`config.mk`:
```
export PLATFORM = sky130hd
export DESIGN_NAME = mc_ctrl
export DESIGN_NICKNAME = d
export VERILOG_FILES = /design/src/rtl/mc_ctrl.sv
export SDC_FILE = /design/constraint.sdc
export NUM_CORES = 1
export LEC_CHECK = 0
export CAP_MARGIN = 30
export CORE_ASPECT_RATIO = 2
export CORE_MARGIN = 10
export CORE_UTILIZATION = 31
export DETAILED_ROUTE_END_ITERATION = 10
export HOLD_SLACK_MARGIN = 0.1
export PLACE_DENSITY = 0.63
export SLEW_MARGIN = 40
export SYNTH_ARGS = -nofsm -noshare
export SYNTH_HDL_FRONTEND = slang
export SYNTH_SLANG_ARGS = --single-unit
```
`constraint.sdc`:
```
create_clock -name clk -period 2.35 [get_ports clk]
set_clock_uncertainty 0.05 [all_clocks]
set_input_delay 0.3525 -clock clk [delete_from_list [all_inputs] [get_ports clk]]
set_output_delay 0.3525 -clock clk [all_outputs]
set_load 0.01 [all_outputs]
```
`src/rtl/mc_ctrl.sv`:
```
// Multi-cycle MIPS control unit: sequences FETCH/DECODE/EXECUTE/MEMORY/WRITEBACK
// and emits per-cycle write enables and datapath mux selects.
module mc_ctrl #(
  parameter int unsigned ST_W = 4
) (
  input  logic            clk,
  input  logic            rst,
  input  logic [5:0]      op,
  input  logic [5:0]      func,
  input  logic            zero,
  output logic            PCWr,
  output logic            IRWr,
  output logic            MemRd,
  output logic            MemWr,
  output logic            RegDst,
  output logic            RegWr,
  output logic            MemtoReg,
  output logic            ALUSrcA,
  output logic [1:0]      ALUSrcB,
  output logic [1:0]      ExtOp,
  output logic [4:0]      ALUctr,
  output logic [1:0]      PCSrc,
  output logic [ST_W-1:0] state,
  output logic            done,
  output logic            illegal
);

  typedef enum logic [ST_W-1:0] {
    FETCH   = 'd0,
    DECODE  = 'd1,
    EXE_R   = 'd2,
    EXE_I   = 'd3,
    MEM_ADR = 'd4,
    MEM_RD  = 'd5,
    MEM_WB  = 'd6,
    MEM_WR  = 'd7,
    BRANCH  = 'd8,
    JUMP    = 'd9,
    ALU_WB  = 'd10
  } state_t;

  localparam logic [5:0] OP_R     = 6'b000000;
  localparam logic [5:0] OP_ADDIU = 6'b001001;
  localparam logic [5:0] OP_ORI   = 6'b001101;
  localparam logic [5:0] OP_LUI   = 6'b001111;
  localparam logic [5:0] OP_LW    = 6'b100011;
  localparam logic [5:0] OP_SW    = 6'b101011;
  localparam logic [5:0] OP_BEQ   = 6'b000100;
  localparam logic [5:0] OP_J     = 6'b000010;

  localparam logic [5:0] FN_ADDU = 6'b100001;
  localparam logic [5:0] FN_SUBU = 6'b100011;
  localparam logic [5:0] FN_AND  = 6'b100100;
  localparam logic [5:0] FN_OR   = 6'b100101;
  localparam logic [5:0] FN_SLT  = 6'b101010;
  localparam logic [5:0] FN_SLL  = 6'b000000;

  localparam logic [4:0] ALU_ADD = 5'b00000;
  localparam logic [4:0] ALU_SUB = 5'b00001;
  localparam logic [4:0] ALU_AND = 5'b00010;
  localparam logic [4:0] ALU_OR  = 5'b00011;
  localparam logic [4:0] ALU_SLT = 5'b00100;
  localparam logic [4:0] ALU_SLL = 5'b00101;

  state_t     cur, nxt;
  logic [4:0] r_ctr;
  logic       r_ok;

  always_ff @(posedge clk) begin
    if (rst) cur <= FETCH;
    else     cur <= nxt;
  end

  always_comb begin
    r_ctr = ALU_ADD;
    r_ok  = 1'b1;
    case (func)
      FN_ADDU: r_ctr = ALU_ADD;
      FN_SUBU: r_ctr = ALU_SUB;
      FN_AND:  r_ctr = ALU_AND;
      FN_OR:   r_ctr = ALU_OR;
      FN_SLT:  r_ctr = ALU_SLT;
      FN_SLL:  r_ctr = ALU_SLL;
      default: r_ok  = 1'b0;
    endcase
  end

  always_comb begin
    nxt      = FETCH;
    PCWr     = 1'b0;
    IRWr     = 1'b0;
    MemRd    = 1'b0;
    MemWr    = 1'b0;
    RegDst   = 1'b0;
    RegWr    = 1'b0;
    MemtoReg = 1'b0;
    ALUSrcA  = 1'b0;
    ALUSrcB  = 2'b00;
    ExtOp    = 2'b00;
    ALUctr   = ALU_ADD;
    PCSrc    = 2'b00;
    done     = 1'b0;
    illegal  = 1'b0;
    case (cur)
      FETCH: begin
        MemRd   = 1'b1;
        IRWr    = 1'b1;
        PCWr    = 1'b1;
        ALUSrcB = 2'b01;
        nxt     = DECODE;
      end
      DECODE: begin
        ALUSrcB = 2'b11;
        ExtOp   = 2'b01;
        case (op)
          OP_R: begin
            if (r_ok) nxt = EXE_R;
            else begin
              illegal = 1'b1;
              done    = 1'b1;
            end
          end
          OP_ADDIU, OP_ORI, OP_LUI: nxt = EXE_I;
          OP_LW, OP_SW:             nxt = MEM_ADR;
          OP_BEQ:                   nxt = BRANCH;
          OP_J:                     nxt = JUMP;
          default: begin
            illegal = 1'b1;
            done    = 1'b1;
          end
        endcase
      end
      EXE_R: begin
        ALUSrcA = 1'b1;
        ALUctr  = r_ctr;
        nxt     = ALU_WB;
      end
      EXE_I: begin
        ALUSrcA = 1'b1;
        ALUSrcB = 2'b10;
        case (op)
          OP_ORI: begin
            ExtOp  = 2'b00;
            ALUctr = ALU_OR;
          end
          OP_LUI:  ExtOp = 2'b10;
          default: ExtOp = 2'b01;
        endcase
        nxt = ALU_WB;
      end
      ALU_WB: begin
        RegWr  = 1'b1;
        RegDst = (op == OP_R);
        done   = 1'b1;
      end
      MEM_ADR: begin
        ALUSrcA = 1'b1;
        ALUSrcB = 2'b10;
        ExtOp   = 2'b01;
        if (op == OP_LW)      nxt = MEM_RD;
        else if (op == OP_SW) nxt = MEM_WR;
      end
      MEM_RD: begin
        MemRd = 1'b1;
        nxt   = MEM_WB;
      end
      MEM_WB: begin
        RegWr    = 1'b1;
        MemtoReg = 1'b1;
        done     = 1'b1;
      end
      MEM_WR: begin
        MemWr = 1'b1;
        done  = 1'b1;
      end
      BRANCH: begin
        ALUSrcA = 1'b1;
        ALUctr  = ALU_SUB;
        PCSrc   = 2'b01;
        PCWr    = zero;
        done    = 1'b1;
      end
      JUMP: begin
        PCSrc = 2'b10;
        PCWr  = 1'b1;
        done  = 1'b1;
      end
      default: nxt = FETCH;
    endcase
    // Reset overrides the decode so an in-flight write never reaches the datapath.
    if (rst) begin
      PCWr     = 1'b0;
      IRWr     = 1'b0;
      MemRd    = 1'b0;
      MemWr    = 1'b0;
      RegDst   = 1'b0;
      RegWr    = 1'b0;
      MemtoReg = 1'b0;
      ALUSrcA  = 1'b0;
      ALUSrcB  = '0;
      ExtOp    = '0;
      ALUctr   = '0;
      PCSrc    = '0;
      done     = 1'b0;
      illegal  = 1'b0;
    end
  end

  assign state = rst ? '0 : cur;

endmodule

```
==> results.py, run 1 <==
metrics = {
    "status": {
        "run_status": "finished clean",
    },
    "timing": {
        "maxClockFrequency_ghz": 0.431,
        "finalCriticalPeriod_ps": 2320,
        "timing.setup.tns_ps": 0,
        "total_of_endpoints_with_negative_setup_slack_in_the_final_report": 0,
        "slew_violations": 0,
        "hold-worst-slack_ps": 585,
        "timing.final.crit_share_pct": 98.7,
        "rsz0062_at_grt": "yes",
        "timing.final.hold_violations": 0,
    },
    "clock_network": {
        "cts.root.buffer_cell": "sky130_fd_sc_hd__clkbuf_8",
        "clock_tree.htree_level_count": 1,
        "tritoncts_num_sinks": 4,
        "clockBufferDepth": 2,
        "hold_buffers": 0,
        "clkLatencyLatePin_ps": 220,
        "cts_tree": "done",
        "numCtsBuffers": 3,
        "path_clk_slew_ps": 30,
    },
    "setup_path": {
        "end_kind": "output port",
        "worstPathBufferInverterCount": 2,
        "worst_path_max_delay_cell": "sky130_fd_sc_hd__clkdlybuf4s50_1",
        "criticalPathCategory": "primary input to output port",
        "worst_path_arrival_ps": 1920,
        "cpLargestDelayFamily": "compound AO/OA/AOI/OAI gates",
        "timing.critical_path.slowest_cell_delay_ps": 420,
        "cp_max_fo": 2,
        "crit_path_start_kind": "primary input",
        "timing.critical_path.required_ps": 1950,
        "crit_chain": "clkdlybuf4s50_1, or3_4, a211oi_4, o31ai_2, o2111a_1, o21bai_1, buf_2",
    },
    "global_routing": {
        "wire_length_of_the_first_global_routing_pass_microns": 5830,
        "globalRoute.totalOverflow": 0,
        "grt_start_max_net_pins": 15,
        "antenna_found_initial": 0,
        "grt_pass1_vias": 1343,
        "global_route.usage.total_pct": 13.0,
    },
    "synthesis": {
        "postSynth.asyncResetShare_pct": 0,
        "synth-main-ff-cell": "sky130_fd_sc_hd__dfxtp_1",
        "syn_area_sq_um": 832,
        "ys_ff_latch": 4,
        "yosys_warning_count": 0,
        "ys_seq_area_share_pct": 9.62,
        "gate_count_after_technology_mapping": 128,
        "synth_cell_type_count": 49,
        "average_footprint_of_a_synthesized_cell_sq_um": 6.50,
        "synth_edf_count": 0,
    },
    "detailed_routing": {
        "drt_iter0_drc": 32,
        "wire_per_inst_microns": 15.6,
        "route.detailed.vias_per_inst": 5.42,
        "dr_total_vias": 1208,
        "drtPass1Iterations": 4,
        "routed_wl_microns": 3490,
        "route.detailed.drc": 0,
        "antenna_violating_nets_post_route": 0,
    },
    "floorplanning": {
        "starting_density_pct": 32.4,
        "io-pin-count": 40,
        "die_area_sq_um": 5280,
        "die_h_microns": 93.3,
        "row_count": 26,
        "floorplan.die.width_microns": 56.6,
        "placeableCoreArea_sq_um": 2570,
    },
    "layout": {
        "reg.largest.list": "cur (4)",
        "largest_register": "cur",
        "syn_to_final_growth_pct": 82.9,
        "flip_flop_count_of_the_largest_register_all_copies_and_words_added": 4,
        "antenna_cells_inserted": 0,
        "final_layout_size_suffix_gt1_share_pct": 33.8,
        "postLayoutCellArea_sq_um": 1520,
        "filler_cells_inserted": 246,
        "post-route-util_pct": 59.2,
        "design.final.nets": 212,
        "stdcell_count": 223,
    },
    "hold_path": {
        "hp-class": "register to register",
    },
    "placement": {
        "dpl_cell_area_sq_um": 1400,
        "dp.cells": 215,
        "io_buffer_count": 37,
        "gp_congestion": 0.807,
        "hpwl_after_dpl_microns": 2780,
    },
    "power_and_ir_drop": {
        "vdd.ir_drop.worst_mv": 0.163,
        "leakagePower_nw": 0.666,
        "pwr_per_cell_area_nw_per_um2": 255,
    },
    "run": {
        "drv_cap": 0,
    },
}
-- Yosys cell counts, types with 2 or more instances --
library cell               instances  area (sq um)
sky130_fd_sc_hd__a41oi_1           2          17.5
sky130_fd_sc_hd__clkbuf_8          3          41.3
sky130_fd_sc_hd__a21oi_1           7          35.0
sky130_fd_sc_hd__inv_1             3          11.3
sky130_fd_sc_hd__or3_1             2          12.5
sky130_fd_sc_hd__nor3b_1           2          15.0
sky130_fd_sc_hd__nor2b_1           3          18.8
sky130_fd_sc_hd__nand3_1           4          20.0
sky130_fd_sc_hd__mux2i_1           2          20.0
sky130_fd_sc_hd__dfxtp_1           4          80.1
sky130_fd_sc_hd__buf_4             2          15.0
sky130_fd_sc_hd__clkbuf_1          3          11.3
sky130_fd_sc_hd__nand2_1          16          60.1
sky130_fd_sc_hd__nor4_1            6          37.5
sky130_fd_sc_hd__nor2_1           13          48.8
sky130_fd_sc_hd__nor3_1           12          60.1
sky130_fd_sc_hd__a211oi_1          3          22.5
sky130_fd_sc_hd__nand2b_1          5          31.3
sky130_fd_sc_hd__clkbuf_2          2          10.0
sky130_fd_sc_hd__o21ai_0           5          25.0
-- logic make-up (layout without fill, tap and decap cells) --
group / count (synthesis) / after routing / share of synthesized area, %
muxes: 2 / 2 / 2.41
AOI/OAI and AO/OA: 29 / 29 / 23.9
and+or+nand+nor: 75 / 75 / 48.9
DFF: 4 / 4 / 9.62
adders and majority gates: 1 / 1 / 1.20
xor gates and xnor gates: 1 / 1 / 1.05
other: 1 / 2 / 0.451
buffers and inverters: 15 / 81 / 12.5
-- cell type report --
class	instances	area, sq um	share of cell area, %
multi-input cells	110	732	48.1
repair buffers	75	622	40.9
flip-flops and latches	4	80.1	5.26
clock buffers	3	41.3	2.71
well taps	28	35.0	2.30
inverters	3	11.3	0.740
-- placed cells by master (no fill, tap or decap), types with 2 or more instances in the layout --
cell / n
sky130_fd_sc_hd__nor3b_1: 2
sky130_fd_sc_hd__dlymetal6s2s_1: 3
sky130_fd_sc_hd__clkdlybuf4s50_1: 14
sky130_fd_sc_hd__inv_1: 3
sky130_fd_sc_hd__dlygate4sd2_1: 14
sky130_fd_sc_hd__buf_4: 38
sky130_fd_sc_hd__nand2_1: 15
sky130_fd_sc_hd__nor3_1: 10
sky130_fd_sc_hd__nand3_1: 4
sky130_fd_sc_hd__nor2b_1: 3
sky130_fd_sc_hd__clkbuf_8: 3
sky130_fd_sc_hd__a21oi_1: 7
sky130_fd_sc_hd__nor4_1: 4
sky130_fd_sc_hd__buf_2: 5
sky130_fd_sc_hd__nand2b_1: 5
sky130_fd_sc_hd__nor3_2: 2
sky130_fd_sc_hd__conb_1: 2
sky130_fd_sc_hd__o21ai_0: 4
sky130_fd_sc_hd__dfxtp_1: 4
sky130_fd_sc_hd__a41oi_1: 2
sky130_fd_sc_hd__nor2_1: 12
sky130_fd_sc_hd__mux2i_1: 2
sky130_fd_sc_hd__nor4_2: 2
sky130_fd_sc_hd__or3_4: 2
-- repair_timing --
item	CTS	global route
gates cloned	0	0
setup buffers	5	0
endpoints found under the setup margin	14	7
resized for setup	50	8
pin swaps	8	4
-- report_power, final --
| group | internal (W) | switching [W] | leakage, nW |
|---|---|---|---|
| combinational | 0.0000894 | 0.0000837 | 0.612 |
| clock | 0.000109 | 0.0000333 | 0.0216 |
| sequential | 0.0000703 | 0.00000232 | 0.0326 |
| total | 0.000269 | 0.000119 | 0.666 |
-- worst paths after layout --
path                      from                end  slack, ps  depth (start not counted)
min reg2reg  cur[2]$_SDFF_PP0_  cur[3]$_SDFF_PP0_        590                          2
max                    func[0]               done         30                          7
max reg2reg  cur[3]$_SDFF_PP0_  cur[1]$_SDFF_PP0_        700                          7
min          cur[2]$_SDFF_PP0_  cur[3]$_SDFF_PP0_        590                          2
-- through the flow --
stage	worst slack, ps	total power [W]
2_1_floorplan	427	0.000147
3_3_place_gp	-472	0.000239
3_5_place_dp	-480	0.000241
4_1_cts	-9.44	0.000387
5_1_grt	-23.7	0.000414
6_report	29.4	0.000388
-- worst register-to-register path, delay by kind of cell, from the launching register on --
kind / cells / cell delay, ps
compound gates: 1 / 150
buf+inv: 3 / 470
flops: 1 / 300
simple gates: 3 / 570
-- metal layers --
metal / track usage (%) / vias up / share of wire, % / routed length, microns
met2: 26.1 / 33 / 57 / 1970
met5: 0 / - / 0 / 0
met4: 4.03 / 0 / 1.1 / 38
li1: - / 600 / - / -
met3: 3.25 / 4 / 5.1 / 177
met1: 12.0 / 571 / 37 / 1300
Note: power is estimated with default switching activity, not from simulation.
==> inputs of run 2 (changes only) <==
Settings changed: GPL_TIMING_DRIVEN from default to 0.
==> run 2 against run 1 <==
  * Cell area down 13%
  * Register-to-register slack gained 310 ps
  * Sequential cell count unchanged
  * Die area unchanged
  * Utilization is 7.5 points lower
  * Critical path depth down 2
  * Routed wire length shrank 8.6%
  * Largest power group is now the clock network
==> results.py, run 2 (synthesis results as in run 1) <==
metrics = {
    "placement": {
        "dpl_cell_area_sq_um": 1230,
        "hpwl_after_dpl_microns": 2510,
        "io_buffer_count": 36,
        "gp_congestion": 0.801,
        "place_ws_ps": -599,
        "dp.cells": 193,
    },
    "clock_network": {
        "cts_tree": "done",
        "tritoncts_num_sinks": 4,
        "clock_tree.htree_level_count": 1,
        "numCtsBuffers": 3,
        "clockBufferDepth": 2,
        "path_clk_slew_ps": 30,
        "cts.root.buffer_cell": "sky130_fd_sc_hd__clkbuf_8",
        "clkLatencyLatePin_ps": 220,
        "hold_buffers": 0,
    },
    "power_and_ir_drop": {
        "pwr_per_cell_area_nw_per_um2": 271,
        "seq_power_share_pct": 20.1,
        "power_frac_clock_pct": 40.5,
        "p_sw_w": 0.000115,
        "power_report.internal_total_w": 0.000245,
        "sw_frac_of_total_pct": 31.9,
        "leakagePower_nw": 0.578,
        "vdd.ir_drop.worst_mv": 0.169,
        "share_comb_of_total_power_pct": 39.4,
    },
    "floorplanning": {
        "floorplan.die.width_microns": 56.6,
        "io-pin-count": 40,
        "row_count": 26,
        "die_area_sq_um": 5280,
        "starting_density_pct": 32.4,
        "placeableCoreArea_sq_um": 2570,
        "die_h_microns": 93.3,
    },
    "setup_path": {
        "crit_path_start_kind": "primary input",
        "worst_r2r_startpoint": "cur[1]$_SDFF_PP0_",
        "criticalPathCategory": "primary input to output port",
        "reg2reg_setup_slack_ps": 1010,
        "worst_path_arrival_ps": 1890,
        "end_kind": "output port",
        "rr_endpoint": "cur[0]$_SDFF_PP0_",
        "crit_path_end": "RegDst",
        "cp_max_fo": 4,
        "worst_r2r_path_depth": 5,
        "first_element_of_the_critical_path": "op[3]",
        "timing.critical_path.required_ps": 1950,
    },
    "layout": {
        "design.final.nets": 185,
        "final_layout_size_suffix_gt1_share_pct": 23.8,
        "mostFrequentLayoutCells": "sky130_fd_sc_hd__nand2_1 (16), sky130_fd_sc_hd__dlygate4sd2_1 (14), sky130_fd_sc_hd__nor3_1 (11), sky130_fd_sc_hd__nor2_1 (11), sky130_fd_sc_hd__clkdlybuf4s50_1 (11)",
        "postLayoutCellArea_sq_um": 1330,
        "antenna_cells_inserted": 0,
        "syn_to_final_growth_pct": 59.7,
        "largest_register": "cur",
        "flip_flop_count_of_the_largest_register_all_copies_and_words_added": 4,
        "stdcell_count": 196,
        "post-route-util_pct": 51.7,
        "reg.largest.list": "cur (4)",
        "layout_commonest_cell": "sky130_fd_sc_hd__nand2_1",
    },
    "global_routing": {
        "grt_pass1_vias": 1165,
        "antenna_found_initial": 0,
        "grt_start_max_net_pins": 11,
        "groute.layer.met1.usage_pct": 11.7,
        "gr-usage-met3_pct": 4.34,
        "gr-usage-met2_pct": 21.0,
        "globalRoute.totalOverflow": 0,
        "grt_busiest_layer": "met2",
        "wire_length_of_the_first_global_routing_pass_microns": 5330,
        "global_route.usage.total_pct": 11.8,
    },
    "timing": {
        "final_critical_path_setup_slack_ps": 60.7,
        "hold-worst-slack_ps": 618,
        "timing.final.hold_violations": 0,
        "slew_violations": 0,
        "timing.final.crit_share_pct": 97.4,
        "finalCriticalPeriod_ps": 2290,
        "total_of_endpoints_with_negative_setup_slack_in_the_final_report": 0,
        "maxClockFrequency_ghz": 0.437,
    },
    "detailed_routing": {
        "wire_per_inst_microns": 16.3,
        "drt_iter0_drc": 24,
        "antenna_violating_nets_post_route": 0,
        "drtPass1Iterations": 4,
        "routed_wl_microns": 3190,
        "dr_total_vias": 1094,
        "route.detailed.vias_per_inst": 5.58,
        "route.detailed.drc": 0,
    },
    "run": {
        "drv_cap": 0,
    },
    "hold_path": {
        "hp-class": "register to register",
    },
    "status": {
        "run_status": "finished clean",
    },
}
## run 2: cell count changes in the layout (fill, tap and decap cells not counted), moves of 2 or more
cell                              change
sky130_fd_sc_hd__clkdlybuf4s50_1      -3
sky130_fd_sc_hd__buf_4               -34
sky130_fd_sc_hd__nand3_2              +2
sky130_fd_sc_hd__nand3_1              -2
sky130_fd_sc_hd__clkbuf_8             +3
sky130_fd_sc_hd__clkbuf_2             +4
## run 2: final cells by class
| type | instances | area [sq um] |
|---|---|---|
| clock buffers | 3 | 41.3 |
| well taps | 28 | 35.0 |
| inverters | 3 | 11.3 |
| fillers | 266 | 1240 |
| plain buffers | 10 | 86.3 |
| repair buffers | 38 | 343 |
| multi-input cells | 110 | 731 |
| flip-flops and latches | 4 | 81.3 |
## run 2: critical path, cell delays in order
cell	delay, ps
sky130_fd_sc_hd__dlygate4sd2_1	260
sky130_fd_sc_hd__or3_4	410
sky130_fd_sc_hd__or4_1	420
sky130_fd_sc_hd__nor3_1	170
sky130_fd_sc_hd__dlygate4sd1_1	270
## run 2: worst min-delay path by stage
stage / start / endpoint / slack (ps) / cells after the start
after floorplan: op[4] / cur[1]$_SDFF_PP0_ / 520 / 2
after global placement: cur[2]$_SDFF_PP0_ / cur[0]$_SDFF_PP0_ / 640 / 3
after detailed placement: cur[2]$_SDFF_PP0_ / cur[0]$_SDFF_PP0_ / 640 / 3
after CTS: cur[2]$_SDFF_PP0_ / cur[0]$_SDFF_PP0_ / 650 / 3
after global routing: cur[3]$_SDFF_PP0_ / cur[1]$_SDFF_PP0_ / 660 / 3
final: cur[3]$_SDFF_PP0_ / cur[1]$_SDFF_PP0_ / 620 / 3
## run 2: routing by layer
| layer | wire (microns) | part of all wire [%] |
|---|---|---|
| met5 | 0 | 0 |
| met2 | 1700 | 53 |
| met4 | 78 | 2.4 |
| met3 | 214 | 6.7 |
| met1 | 1190 | 37 |
## run 2: timing repair
action / CTS / global route
pin swaps: 8 / 2
setup endpoints to repair: 14 / 11
setup buffers: 2 / 0
gates resized for setup: 44 / 18
## run 2: power groups by stage
stage          Combinational [W]  Sequential [W]  Clock [W]
2_1_floorplan          0.0000740       0.0000725          0
3_3_place_gp            0.000140       0.0000735          0
3_5_place_dp            0.000142       0.0000732          0
4_1_cts                 0.000140       0.0000723   0.000145
5_1_grt                 0.000155       0.0000727   0.000151
6_report                0.000142       0.0000723   0.000146
## run 2: per-stage QoR
stage	TNS, ps	power [W]
after floorplan	0	0.000147
after global placement	-3860	0.000214
after detailed placement	-3720	0.000215
after CTS	0	0.000358
after global routing	-0.156	0.000378
final	0	0.000360
==> inputs of run 3 (changes only) <==
Settings changed: CTS_BUF_LIST from default to sky130_fd_sc_hd__clkbuf_16.
==> run 3 against run 2 <==
  * Maximum frequency is 1.4% lower
  * Final cell count grew 0.51%
  * Sequential share of layout area fell by 0.16 points
  * Clock power grew 78%
  * Critical path type unchanged
  * Critical endpoint is now ALUSrcB[1]
  * Largest power group unchanged
==> results.py, run 3 (synthesis results as in run 1) <==
metrics = {
    "layout": {
        "flip_flop_count_of_the_largest_register_all_copies_and_words_added": 4,
        "postLayoutCellArea_sq_um": 1360,
        "mostFrequentLayoutCells": "sky130_fd_sc_hd__nand2_1 (16), sky130_fd_sc_hd__dlygate4sd2_1 (14), sky130_fd_sc_hd__nor2_1 (12), sky130_fd_sc_hd__nor3_1 (11), sky130_fd_sc_hd__clkdlybuf4s50_1 (11)",
        "final_layout_size_suffix_gt1_share_pct": 23.1,
        "layout_commonest_cell": "sky130_fd_sc_hd__nand2_1",
        "filler_cells_inserted": 263,
        "reg.largest.list": "cur (4)",
        "syn_to_final_growth_pct": 63.9,
        "design.final.nets": 186,
        "largest_register": "cur",
        "antenna_cells_inserted": 0,
    },
    "clock_network": {
        "clkLatencyLatePin_ps": 220,
        "tritoncts_num_sinks": 4,
        "path_clk_slew_ps": 30,
        "cts_tree": "done",
        "cts.root.buffer_cell": "sky130_fd_sc_hd__clkbuf_16",
        "clockBufferDepth": 2,
        "clock_tree.htree_level_count": 1,
        "hold_buffers": 0,
        "numCtsBuffers": 3,
    },
    "detailed_routing": {
        "antenna_violating_nets_post_route": 0,
        "drt_iter0_drc": 26,
        "dr_total_vias": 1100,
        "drtPass1Iterations": 4,
        "route.detailed.drc": 0,
        "routed_wl_microns": 3190,
        "route.detailed.vias_per_inst": 5.58,
        "wire_per_inst_microns": 16.2,
    },
    "hold_path": {
        "holdCritStartpoint": "cur[3]$_SDFF_PP0_",
        "hp-class": "register to register",
        "worst_hold_path.endpoint": "cur[1]$_SDFF_PP0_",
        "hold-path-cell-count": 3,
    },
    "setup_path": {
        "cp_dominant_cell_by_count": "sky130_fd_sc_hd__clkdlybuf4s50_1",
        "worst_r2r_startpoint": "cur[3]$_SDFF_PP0_",
        "criticalPathCategory": "primary input to output port",
        "cp_max_fo": 8,
        "timing.critical_path.required_ps": 1950,
        "timing.critical_path.slowest_cell_delay_ps": 550,
        "worst_r2r_path_depth": 5,
        "rr_endpoint": "cur[1]$_SDFF_PP0_",
        "crit_chain": "clkdlybuf4s50_1, or2_1, clkbuf_1, a21oi_1, clkdlybuf4s50_1",
        "end_kind": "output port",
        "worst_path_max_delay_cell": "sky130_fd_sc_hd__clkdlybuf4s50_1",
        "crit_path_start_kind": "primary input",
        "reg2reg_setup_slack_ps": 930,
        "worst_path_arrival_ps": 1920,
    },
    "global_routing": {
        "grt_start_max_net_pins": 11,
        "grt_pass1_vias": 1160,
        "wire_length_of_the_first_global_routing_pass_microns": 5280,
        "antenna_found_initial": 0,
        "globalRoute.totalOverflow": 0,
        "global_route.usage.total_pct": 11.6,
    },
    "timing": {
        "slew_violations": 0,
        "finalCriticalPeriod_ps": 2320,
        "hold-worst-slack_ps": 623,
        "total_of_endpoints_with_negative_setup_slack_in_the_final_report": 0,
        "timing.final.hold_violations": 0,
        "final_critical_path_setup_slack_ps": 27.5,
        "rsz0062_at_grt": "yes",
        "timing.final.crit_share_pct": 98.8,
        "maxClockFrequency_ghz": 0.431,
        "timing.setup.tns_ps": 0,
    },
    "power_and_ir_drop": {
        "power_frac_clock_pct": 54.9,
        "seq_power_share_pct": 15.2,
        "vdd.ir_drop.worst_mv": 0.179,
        "share_comb_of_total_power_pct": 29.9,
        "p_sw_w": 0.000122,
        "pwr_per_cell_area_nw_per_um2": 348,
        "power_report.internal_total_w": 0.000353,
        "leakagePower_nw": 0.594,
        "sw_frac_of_total_pct": 25.7,
    },
    "floorplanning": {
        "placeableCoreArea_sq_um": 2570,
        "io-pin-count": 40,
        "die_h_microns": 93.3,
        "row_count": 26,
        "die_area_sq_um": 5280,
        "starting_density_pct": 32.4,
        "floorplan.die.width_microns": 56.6,
    },
    "status": {
        "run_status": "finished clean",
    },
    "run": {
        "drv_cap": 0,
    },
    "placement": {
        "hpwl_after_dpl_microns": 2510,
        "place_ws_ps": -599,
        "gp_congestion": 0.801,
        "io_buffer_count": 36,
        "dpl_cell_area_sq_um": 1230,
    },
}
## run 3: changes by cell type in the layout (fill, tap and decap cells not counted), sizes merged
cell,previous run,this run
clkbuf,11,12
## run 3: cell type report
class	count	area (sq um)	area share, %
well taps	28	35.0	2.57
inverters	3	11.3	0.826
multi-input cells	110	728	53.4
clock buffers	3	75.1	5.50
plain buffers	11	90.1	6.61
repair buffers	38	343	25.1
flip-flops and latches	4	81.3	5.96
## run 3: power by group through the flow
stage,Clock (W),Combinational (W),Sequential (W)
after global placement,0,0.000140,0.0000735
after floorplan,0,0.0000740,0.0000725
final,0.000260,0.000142,0.0000723
after detailed placement,0,0.000142,0.0000732
after CTS,0.000262,0.000140,0.0000724
after global routing,0.000271,0.000155,0.0000727
## run 3: worst max-delay path by stage
stage / to / start / slack (ps)
final: ALUSrcB[1] / rst / 30
after CTS: ALUctr[2] / func[1] / 4
after detailed placement: ALUctr[0] / op[5] / -600
after global routing: ALUSrcB[1] / rst / -60
after floorplan: ALUctr[2] / rst / 430
after global placement: ALUctr[0] / op[5] / -640
## run 3: per-stage QoR
stage | util [%] | power (W) | cells
after global routing | 53.1 | 0.000498 | 197
final | 53.1 | 0.000475 | 197
after floorplan | - | 0.000147 | 129
after CTS | 52.0 | 0.000474 | 197
after global placement | 47.9 | 0.000214 | 193
after detailed placement | 47.9 | 0.000215 | 193
## run 3: timing repair
item,4_1_cts,5_1_grt
endpoints found under the setup margin,14,11
gates resized for setup,44,17
setup buffers,2,0
pin swaps,8,2
## run 3: routing by layer
layer / vias up / share of wire (%) / GRT usage [%]
met5: - / 0 / 0
met4: 0 / 1.8 / 4.03
met3: 6 / 7.0 / 3.39
met2: 43 / 53 / 21.4
met1: 502 / 38 / 11.7
li1: 549 / - / -
## run 3: critical path, delay by kind of cell
family / cells / cell delay (ps)
AO/OA/AOI/OAI: 1 / 170
buffers and inverters: 3 / 1180
AND/OR/NAND/NOR: 1 / 210
